$ cat src/rtl/pwm_env_pkg.sv
// ---------------------------------------------------------------------------
// pwm_env_pkg
// Shared definitions for the PWM envelope generator.
//   MODE_*       : per-channel envelope mode encodings (2 bits per channel)
//   clog2_min1() : counter width helper that never returns zero, so a
//                  prescaler of 1 still gets a 1-bit register
// ---------------------------------------------------------------------------
package pwm_env_pkg;

    localparam logic [1:0] MODE_WINDOW = 2'd0;
    localparam logic [1:0] MODE_RAMP   = 2'd1;
    localparam logic [1:0] MODE_TRI    = 2'd2;
    localparam logic [1:0] MODE_CONST  = 2'd3;

    function automatic int clog2_min1(input int n);
        return (n > 1) ? $clog2(n) : 1;
    endfunction

endpackage

$ cat src/rtl/pwm_env_channel.sv
// ---------------------------------------------------------------------------
// pwm_env_channel
// One output channel: maps the shared envelope index to a duty value,
// holds it for a whole PWM frame and compares it against the shared count.
//
// Ports
//   i_clk, i_rst      : clock, asynchronous active-high reset
//   i_enable          : channel enable, gates the registered pulse only
//   i_mode            : envelope mode (MODE_WINDOW/RAMP/TRI/CONST)
//   i_level           : duty used by WINDOW and CONST modes
//   i_win_lo/i_win_hi : exclusive window bounds on the index
//   i_index_next      : index value that will be current from the next edge
//   i_load            : duty register load strobe (frame end or restart)
//   i_count           : shared PWM counter
//   o_pulse           : registered PWM output
// ---------------------------------------------------------------------------
module pwm_env_channel
    import pwm_env_pkg::*;
#(
    parameter int PWM_W = 6,
    parameter int IDX_W = 6
) (
    input  logic             i_clk,
    input  logic             i_rst,
    input  logic             i_enable,
    input  logic [1:0]       i_mode,
    input  logic [PWM_W-1:0] i_level,
    input  logic [IDX_W-1:0] i_win_lo,
    input  logic [IDX_W-1:0] i_win_hi,
    input  logic [IDX_W-1:0] i_index_next,
    input  logic             i_load,
    input  logic [PWM_W-1:0] i_count,
    output logic             o_pulse
);

    localparam int FOLD_W = IDX_W - 1;

    logic [PWM_W-1:0]  w_ramp;
    logic [PWM_W-1:0]  w_tri;
    logic [FOLD_W-1:0] w_fold;
    logic              w_in_window;
    logic [PWM_W-1:0]  w_duty_next;

    logic [PWM_W-1:0]  r_duty;
    logic              r_pulse;

    // Ramp: index placed at the top of the duty word, so the envelope
    // always spans the full duty range regardless of relative widths.
    if (IDX_W >= PWM_W) begin : g_ramp_trunc
        assign w_ramp = PWM_W'(i_index_next >> (IDX_W - PWM_W));
    end else begin : g_ramp_widen
        assign w_ramp = PWM_W'(i_index_next) << (PWM_W - IDX_W);
    end

    // Triangle: the upper half of the index counts back down by inverting
    // the low bits, then the folded value is MSB-aligned like the ramp.
    if (FOLD_W >= PWM_W) begin : g_tri_trunc
        assign w_tri = PWM_W'(w_fold >> (FOLD_W - PWM_W));
    end else begin : g_tri_widen
        assign w_tri = PWM_W'(w_fold) << (PWM_W - FOLD_W);
    end

    always_comb begin
        w_fold      = i_index_next[IDX_W-1] ? ~i_index_next[FOLD_W-1:0]
                                            :  i_index_next[FOLD_W-1:0];
        w_in_window = (i_index_next > i_win_lo) && (i_index_next < i_win_hi);
        case (i_mode)
            MODE_WINDOW: w_duty_next = w_in_window ? i_level : '0;
            MODE_RAMP:   w_duty_next = w_ramp;
            MODE_TRI:    w_duty_next = w_tri;
            default:     w_duty_next = i_level;
        endcase
    end

    // Duty only changes on frame boundaries so a frame is never glitched
    // by mid-frame mode/level/window changes.
    always_ff @(posedge i_clk or posedge i_rst) begin
        if (i_rst) begin
            r_duty <= '0;
        end else if (i_load) begin
            r_duty <= w_duty_next;
        end
    end

    // Strict less-than: duty 0 is always low, 100 % is unreachable.
    always_ff @(posedge i_clk or posedge i_rst) begin
        if (i_rst) begin
            r_pulse <= 1'b0;
        end else begin
            r_pulse <= i_enable & (i_count < r_duty);
        end
    end

    assign o_pulse = r_pulse;

endmodule

$ cat src/rtl/pwm_envelope_gen.sv
// ---------------------------------------------------------------------------
// pwm_envelope_gen
// Multi-channel PWM envelope generator. One shared timebase (PWM counter,
// frame prescaler, envelope index) feeds N_CH channels so every output stays
// phase-aligned.
//
// Ports
//   sysclk        : system clock, rising edge
//   rst           : asynchronous active-high reset
//   enable[N_CH]  : per-channel output enable
//   mode          : 2 bits per channel, channel c at [2c+1:2c]
//   level         : PWM_W bits per channel, duty for WINDOW/CONST
//   win_lo/win_hi : IDX_W bits per channel, exclusive window bounds
//   sync_restart  : restart the timebase on the next edge
//   pulse[N_CH]   : registered PWM outputs
//   frame_tick    : high during the count==0 cycle of each frame
//   index         : current envelope index
// ---------------------------------------------------------------------------
module pwm_envelope_gen
    import pwm_env_pkg::*;
#(
    parameter int N_CH  = 2,
    parameter int PWM_W = 6,
    parameter int PRE   = 13,
    parameter int IDX_W = 6
) (
    input  logic                    sysclk,
    input  logic                    rst,
    input  logic [N_CH-1:0]         enable,
    input  logic [2*N_CH-1:0]       mode,
    input  logic [PWM_W*N_CH-1:0]   level,
    input  logic [IDX_W*N_CH-1:0]   win_lo,
    input  logic [IDX_W*N_CH-1:0]   win_hi,
    input  logic                    sync_restart,
    output logic [N_CH-1:0]         pulse,
    output logic                    frame_tick,
    output logic [IDX_W-1:0]        index
);

    localparam int PRE_W = clog2_min1(PRE);

    logic [PWM_W-1:0] r_count;
    logic [PRE_W-1:0] r_pre_cnt;
    logic [IDX_W-1:0] r_index;
    logic             r_frame_tick;

    logic             w_frame_end;
    logic             w_pre_wrap;
    logic             w_load;
    logic [IDX_W-1:0] w_index_next;

    always_comb begin
        w_frame_end = &r_count;
        w_pre_wrap  = (r_pre_cnt == PRE_W'(PRE - 1));
        w_load      = w_frame_end | sync_restart;
        // Restart has priority over a coincident frame end.
        if (sync_restart) begin
            w_index_next = '0;
        end else if (w_frame_end && w_pre_wrap) begin
            w_index_next = r_index + 1'b1;
        end else begin
            w_index_next = r_index;
        end
    end

    always_ff @(posedge sysclk or posedge rst) begin
        if (rst) begin
            r_count      <= '0;
            r_pre_cnt    <= '0;
            r_index      <= '0;
            r_frame_tick <= 1'b0;
        end else begin
            r_index <= w_index_next;
            if (sync_restart) begin
                r_count      <= '0;
                r_pre_cnt    <= '0;
                r_frame_tick <= 1'b0;
            end else begin
                r_count      <= r_count + 1'b1;
                r_frame_tick <= w_frame_end;
                if (w_frame_end) begin
                    r_pre_cnt <= w_pre_wrap ? '0 : r_pre_cnt + 1'b1;
                end
            end
        end
    end

    // Channels see the post-update index so the duty loaded at a frame end
    // already reflects the index that frame will run at.
    for (genvar c = 0; c < N_CH; c++) begin : g_ch
        pwm_env_channel #(
            .PWM_W (PWM_W),
            .IDX_W (IDX_W)
        ) u_ch (
            .i_clk        (sysclk),
            .i_rst        (rst),
            .i_enable     (enable[c]),
            .i_mode       (mode[2*c +: 2]),
            .i_level      (level[PWM_W*c +: PWM_W]),
            .i_win_lo     (win_lo[IDX_W*c +: IDX_W]),
            .i_win_hi     (win_hi[IDX_W*c +: IDX_W]),
            .i_index_next (w_index_next),
            .i_load       (w_load),
            .i_count      (r_count),
            .o_pulse      (pulse[c])
        );
    end

    assign frame_tick = r_frame_tick;
    assign index      = r_index;

endmodule

$ cat config.mk
export PLATFORM = sky130hd
export DESIGN_NAME = pwm_envelope_gen
export DESIGN_NICKNAME = d
export VERILOG_FILES = /design/src/rtl/pwm_env_pkg.sv /design/src/rtl/pwm_env_channel.sv /design/src/rtl/pwm_envelope_gen.sv
export SDC_FILE = /design/constraint.sdc
export NUM_CORES = 1
export LEC_CHECK = 0
export CAP_MARGIN = 15
export CORE_MARGIN = 1
export CORE_UTILIZATION = 53
export DETAILED_ROUTE_END_ITERATION = 12
export PLACE_DENSITY = 0.81
export SLEW_MARGIN = 20
export SYNTH_ARGS = -nofsm -noshare
export SYNTH_HDL_FRONTEND = slang
export SYNTH_SLANG_ARGS = --single-unit
$ cat constraint.sdc
create_clock -name sysclk -period 3.8 [get_ports sysclk]
set_input_delay 0.57 -clock sysclk [delete_from_list [all_inputs] [get_ports sysclk]]
set_output_delay 0.57 -clock sysclk [all_outputs]
set_load 0.02 [all_outputs]
==> results.json, run 1 <==
{
  "status": "finished clean",
  "min-delay-start": "g_ch[1].u_ch.r_duty[4]",
  "place_hpwl_um": 5655,
  "synth_edf_count": 0,
  "p_comb_share_pct": 21.0,
  "path_delay_family": "simple AND/OR/NAND/NOR gates",
  "grt-ovfl-total": 0,
  "rows": 26,
  "dieArea_mm2": 0.005547,
  "slowest_stage": "dfrtp_1",
  "pwr-share-seq_pct": 43.0,
  "synth_most_common_cell": "inv_1",
  "yosys.cell_types.count": 59,
  "synth_common_cells": "inv_1 (43), ha_1 (36), dfrtp_1 (31), nor2_1 (23), nand2_1 (22)",
  "layout.nets": 456,
  "synthArstFlopShare_pct": 100.0,
  "grt_pass1_wl_um": 11900,
  "hold_class": "reg2reg",
  "reg2reg_slack_ns": 0.29,
  "whs_path_depth": 2,
  "period_share_pct": 92.33,
  "drv_slew": 0,
  "cp-end-kind": "flip-flop",
  "grt_max_degree": 21,
  "port_buffers": 53,
  "rr_endpoint": "g_ch[0].u_ch.r_duty[4]",
  "clkPwrFrac_pct": 36.0,
  "io_pins": 54,
  "cts_htree_levels": 2,
  "syn_area_per_cell_um2": 8.727,
  "ant_nets": 0,
  "synthCells": 319,
  "core_area_mm2": 0.005075,
  "cp_num_buf_inv": 2,
  "synth_top_area_share_pct": 27.87,
  "drive_gt1_share_pct": 7.713,
  "fmax_mhz": 285.0,
  "setup_viol": 0,
  "slew_headroom_pct": 45.06,
  "ir_drop_mv": 0.1524,
  "grt_use_total_pct": 28.54,
  "tritoncts": "done",
  "synth_area_leader_cell": "dfrtp_1",
  "clockBufferDepth": 2,
  "postCtsSetupBuffers": 0,
  "skew_ns": 0.006222,
  "ys.flop_type": "dfrtp_1",
  "viasPerCell": 5.948,
  "dr.pass1.iters": 5,
  "period_needed_ns": 3.509,
  "yosysWarnings": 0,
  "drt_iter0_drc": 179,
  "hold_viol": 0,
  "final_util_pct": 68.96,
  "n_antenna_cell": 0,
  "vias": 2653,
  "routedWlPerCell_um": 16.37,
  "grt_pass1_vias": 2613,
  "r2r_start": "r_pre_cnt[0]",
  "clkSlewWorstSetupHoldPaths_ns": 0.07,
  "clk_latency_ns": 0.29,
  "antenna_found_initial": 0,
  "cts_resized": 0,
  "crit_type": "reg2reg",
  "p_leak_nw": 1.688,
  "path_cells": "inv_1, ha_1, and3_1, nand4_1, xnor2_1, nor2_1, ha_1, nand4_1, a21oi_1, o311ai_0, buf_4, a211oi_4, a221oi_1, o211ai_1",
  "crit_start": "r_pre_cnt[0]",
  "tightestPinTransition_ns": 0.8232,
  "gp_congestion": 0.8623,
  "rsz0062_at_grt": "false",
  "ys_ff_latch": 31,
  "cell_internal_pwr_w": 0.0006032,
  "die_width_um": 74.48,
  "sw_frac_of_total_pct": 27.08,
  "fp.dieH_um": 74.48,
  "netlist_area_mm2": 0.002784,
  "drc": 0,
  "cts.sinks": 31,
  "worstPathMaxFanout": 7,
  "reg2reg_depth": 14,
  "drt-total-wl_um": 7299,
  "clockRootBuffer": "clkbuf_8",
  "hold_end": "g_ch[1].u_ch.r_duty[4]",
  "cts_inserted_buffers": 5,
  "max_stage_delay_ns": 0.42,
  "synth_fp_nets": 400,
  "hold_buffers": 0,
  "p_switching_w": 0.0002240,
  "start_util_pct": 54.86,
  "seq_area_frac_synth_pct": 27.87,
  "synth.area.top_cells": "dfrtp_1 (28%), ha_1 (16%), inv_1 (5.8%)",
  "area_growth_pct": 25.71,
  "worstPathRequired_ns": 3.93,
  "fin_setup_tns_ns": 0,
  "p_per_area_mw_per_mm2": 236.4,
  "arrival_ns": 3.64,
  "cp-start-kind": "flip-flop",
  "cap_violations": 0,
  "fillers": 431
}
[cell type report]
cell class / instances / area, um2 / area share, %
Timing Repair Buffer: 59 / 575.6 / 16.45
Sequential cell: 31 / 775.7 / 22.17
Tap cell: 70 / 87.58 / 2.503
Clock buffer: 8 / 100.1 / 2.860
Inverter: 44 / 165.2 / 4.719
Multi-Input combinational cell: 234 / 1795 / 51.30
[power by group through the flow]
| stage | combinational (W) | clock [W] | sequential (W) |
|---|---|---|---|
| 6_report | 0.000173 | 0.000298 | 0.000356 |
| 5_1_grt | 0.000193 | 0.000316 | 0.000358 |
| 4_1_cts | 0.000173 | 0.000296 | 0.000356 |
| 3_5_place_dp | 0.000171 | 0 | 0.000362 |
| 3_3_place_gp | 0.000167 | 0 | 0.000361 |
| 2_1_floorplan | 0.0000990 | 0 | 0.000358 |
[worst max-delay path by stage]
stage	slack, ns	depth (start not counted)	end
after floorplan	0.23	10	g_ch[0].u_ch.r_duty[4]
after global placement	0.41	12	g_ch[0].u_ch.r_duty[4]
after detailed placement	0.26	12	g_ch[0].u_ch.r_duty[4]
after CTS	0.29	14	g_ch[0].u_ch.r_duty[4]
after global routing	0.02	14	g_ch[0].u_ch.r_duty[4]
final	0.29	14	g_ch[0].u_ch.r_duty[4]
[worst register-to-register path, cell delays in order (launching register included)]
cell,delay [ns]
dfrtp_1,0.42
inv_1,0.09
ha_1,0.25
and3_1,0.34
nand4_1,0.18
xnor2_1,0.18
nor2_1,0.38
ha_1,0.32
nand4_1,0.11
a21oi_1,0.05
o311ai_0,0.34
buf_4,0.20
a211oi_4,0.05
a221oi_1,0.33
o211ai_1,0.12
[stage by stage]
stage	worst slack [ns]	power [W]	hold slack (ns)	cell area (um2)	instances
2_1_floorplan	0.2304	0.0004573	0.4667	2784	319
3_3_place_gp	0.4105	0.0005285	0.4866	3400	438
6_report	0.2914	0.0008272	0.5106	3500	446
5_1_grt	0.01501	0.0008667	0.5530	3500	446
4_1_cts	0.2923	0.0008246	0.5169	3500	446
3_5_place_dp	0.2614	0.0005331	0.5012	3400	438
[state kept, by name, indices dropped and copies added (netlist names)]
| register | flops |
|---|---|
| g_ch.u_ch.r_duty | 12 |
| index | 6 |
| r_count | 6 |
| r_pre_cnt | 4 |
| g_ch.u_ch.o_pulse | 2 |
| frame_tick | 1 |
[per-layer routing]
| layer | GRT usage [%] | vias to the layer above | wire length, um |
|---|---|---|---|
| li1 | - | 1265 | - |
| met1 | 36.62 | 1247 | 3075 |
| met2 | 47.15 | 121 | 3568 |
| met3 | 4.743 | 20 | 465 |
| met4 | 12.79 | 0 | 190 |
| met5 | 0 | - | 0 |
[layout by cell type, fill, tap and decap left out, types with 4 or more instances in the layout]
cell type	netlist	final
clkdlybuf4s50_1	0	53
and3_1	4	4
inv_1	43	43
xor2_1	5	5
a31oi_1	4	4
a21o_1	10	10
nor2_1	23	23
nand4_1	6	6
nand3_1	13	13
nand2_1	22	22
o21ai_0	7	7
o2111ai_1	5	5
nand2b_1	7	7
buf_4	2	6
xnor2_1	7	7
nor2b_1	4	4
a21oi_1	17	17
dfrtp_1	31	31
clkbuf_8	0	7
ha_1	36	36
o211ai_1	6	6
o31ai_1	4	4
[cell families (layout without fill, tap and decap cells)]
family | count (synthesis) | after routing | synth area share [%]
buffers and inverters | 54 | 111 | 7.640
adder cells (fa/ha/maj) | 36 | 36 | 16.18
AO/OA/AOI/OAI | 87 | 87 | 23.96
multiplexers | 5 | 5 | 1.933
XOR/XNOR | 12 | 12 | 3.775
AND/OR/NAND/NOR | 94 | 94 | 18.65
flip-flops | 31 | 31 | 27.87
Power figures use the tool's default switching activity.
==> run 2: changes to the inputs <==
--- a/config.mk
+++ b/config.mk
@@ -6,10 +6,11 @@
 export NUM_CORES = 1
 export LEC_CHECK = 0
 export CAP_MARGIN = 15
+export CORE_ASPECT_RATIO = 1.4
 export CORE_MARGIN = 1
 export CORE_UTILIZATION = 53
 export DETAILED_ROUTE_END_ITERATION = 12
-export PLACE_DENSITY = 0.81
+export PLACE_DENSITY = 0.92
 export SLEW_MARGIN = 20
 export SYNTH_ARGS = -nofsm -noshare
 export SYNTH_HDL_FRONTEND = slang
==> run 2 against run 1 <==
Compared with the run above:
- core utilization up 1.9 points
- die area about the same
- power increased by 5.5%
- first-iteration DRC count shrank 31%
- register-to-register slack barely moved
- critical path depth decreased by 2
- design area grew 0.29%
==> results.json, run 2 (synthesis results as in run 1) <==
{
  "status": "finished clean",
  "arrival_ns": 3.66,
  "clockBufferDepth": 2,
  "clkSlewWorstSetupHoldPaths_ns": 0.07,
  "gp_congestion": 0.8863,
  "mostFrequentLayoutCells": "clkdlybuf4s50_1 (53), inv_1 (43), ha_1 (36), dfrtp_1 (31), nor2_1 (23)",
  "antenna_found_initial": 0,
  "drive_gt1_share_pct": 7.979,
  "drc": 0,
  "cts_htree_levels": 2,
  "top_register": "g_ch.u_ch.r_duty",
  "die_width_um": 63.25,
  "final_cells": 440,
  "place_hpwl_um": 5706,
  "viasPerCell": 6.100,
  "final_common_cell": "clkdlybuf4s50_1",
  "pre_cts_ws_ns": 0.3219,
  "core_area_mm2": 0.004955,
  "cts_inserted_buffers": 5,
  "p_per_area_mw_per_mm2": 248.7,
  "ir_drop_mv": 0.1502,
  "dr.pass1.iters": 5,
  "place_area_mm2": 0.003392,
  "fmax_mhz": 284.6,
  "dieArea_mm2": 0.005551,
  "crit_type": "reg2reg",
  "fillers": 399,
  "tightestPinTransition_ns": 0.8687,
  "place_inst": 432,
  "io_pins": 54,
  "clk_latency_ns": 0.29,
  "fp.dieH_um": 87.76,
  "path_cells": "inv_1, ha_1, nand4_4, nor4_4, mux2i_1, inv_1, ha_1, nand4_1, o311ai_0, a211oi_4, a222oi_1, a21oi_1",
  "grt-ovfl-total": 0,
  "slew_headroom_pct": 41.87,
  "grt_max_degree": 32,
  "rsz0062_at_grt": "false",
  "max_stage_delay_ns": 0.57,
  "slowest_stage": "o311ai_0",
  "fin_setup_tns_ns": 0,
  "vias": 2684,
  "drt_iter0_drc": 123,
  "postCtsSetupBuffers": 0,
  "setup_viol": 0,
  "skew_ns": 0.003468,
  "grt_pass1_wl_um": 12320,
  "grt_use_total_pct": 28.54,
  "port_buffers": 53,
  "ant_nets": 0,
  "setup_ws_ns": 0.2867,
  "n_antenna_cell": 0,
  "worstPathRequired_ns": 3.95,
  "grt_pass1_vias": 2752,
  "tritoncts": "done",
  "hold_class": "reg2reg",
  "hold_buffers": 0,
  "cp-end-kind": "flip-flop",
  "rows": 30,
  "p_leak_nw": 1.697,
  "layout.nets": 456,
  "cap_violations": 0,
  "area_growth_pct": 26.07,
  "period_needed_ns": 3.513,
  "largest_register_ff_count": 12,
  "cts.sinks": 31,
  "start_util_pct": 56.19,
  "hold_viol": 0,
  "cp-start-kind": "flip-flop",
  "cts_resized": 0,
  "clockRootBuffer": "clkbuf_8",
  "period_share_pct": 92.46,
  "fin_area_mm2": 0.003510,
  "drt-total-wl_um": 7304,
  "final_util_pct": 70.83,
  "worstPathMaxFanout": 7,
  "routedWlPerCell_um": 16.60,
  "drv_slew": 0
}
[run 2: cell count changes in the layout (fill, tap and decap cells not counted)]
cell       delta
clkbuf_1      -1
clkinv_2      +1
bufinv_16     +1
clkbuf_8      -1
[run 2: metal layers]
metal	wire (um)	global-route usage, %	vias to the layer above	share of wire (%)
met1	2830	31.41	1259	39
met4	293	16.32	0	4.0
met5	0	0	-	0
met3	408	3.646	25	5.6
met2	3771	52.69	134	52
li1	-	-	1266	-
[run 2: worst max-delay path, delay by kind of cell, from the launching register on]
family,cells,cell delay [ns]
AOI/OAI and AO/OA,4,1.10
adders and majority gates,2,0.58
buffers and inverters,2,0.25
DFF,1,0.43
muxes,1,0.29
and+or+nand+nor,3,0.74
[run 2: final timing paths]
path	start	endpoint	slack [ns]	cells after the start
min in group asynchronous	rst	r_count[2]	0.67	3
min	g_ch[1].u_ch.r_duty[4]	g_ch[1].u_ch.r_duty[4]	0.49	2
max reg2reg	r_pre_cnt[0]	g_ch[1].u_ch.r_duty[1]	0.29	12
max	r_pre_cnt[0]	g_ch[1].u_ch.r_duty[1]	0.29	12
min reg2reg	g_ch[1].u_ch.r_duty[4]	g_ch[1].u_ch.r_duty[4]	0.49	2
max in group asynchronous	rst	g_ch[1].u_ch.r_duty[3]	2.85	3
[run 2: layout make-up]
| cell class | count | area [um2] | area share, % |
|---|---|---|---|
| clock buffer | 6 | 82.58 | 2.353 |
| clock inverter | 2 | 35.03 | 0.9982 |
| inverter | 44 | 165.2 | 4.706 |
| multi-input combinational | 234 | 1795 | 51.16 |
| sequential | 31 | 775.7 | 22.10 |
| tap | 64 | 80.08 | 2.282 |
| timing repair buffer | 59 | 575.6 | 16.40 |
[run 2: where the power goes]
part	internal, W	switching [W]
Sequential	0.000345	0.0000101
Combinational	0.0000930	0.0000803
Clock	0.000212	0.000132
[run 2: metrics by stage]
stage                power, W  hold slack (ns)
global placement    0.0005265           0.4816
finish              0.0008729           0.4947
CTS                 0.0008705           0.5022
global route        0.0009094           0.5554
floorplan           0.0004573           0.4667
detailed placement  0.0005334           0.4866
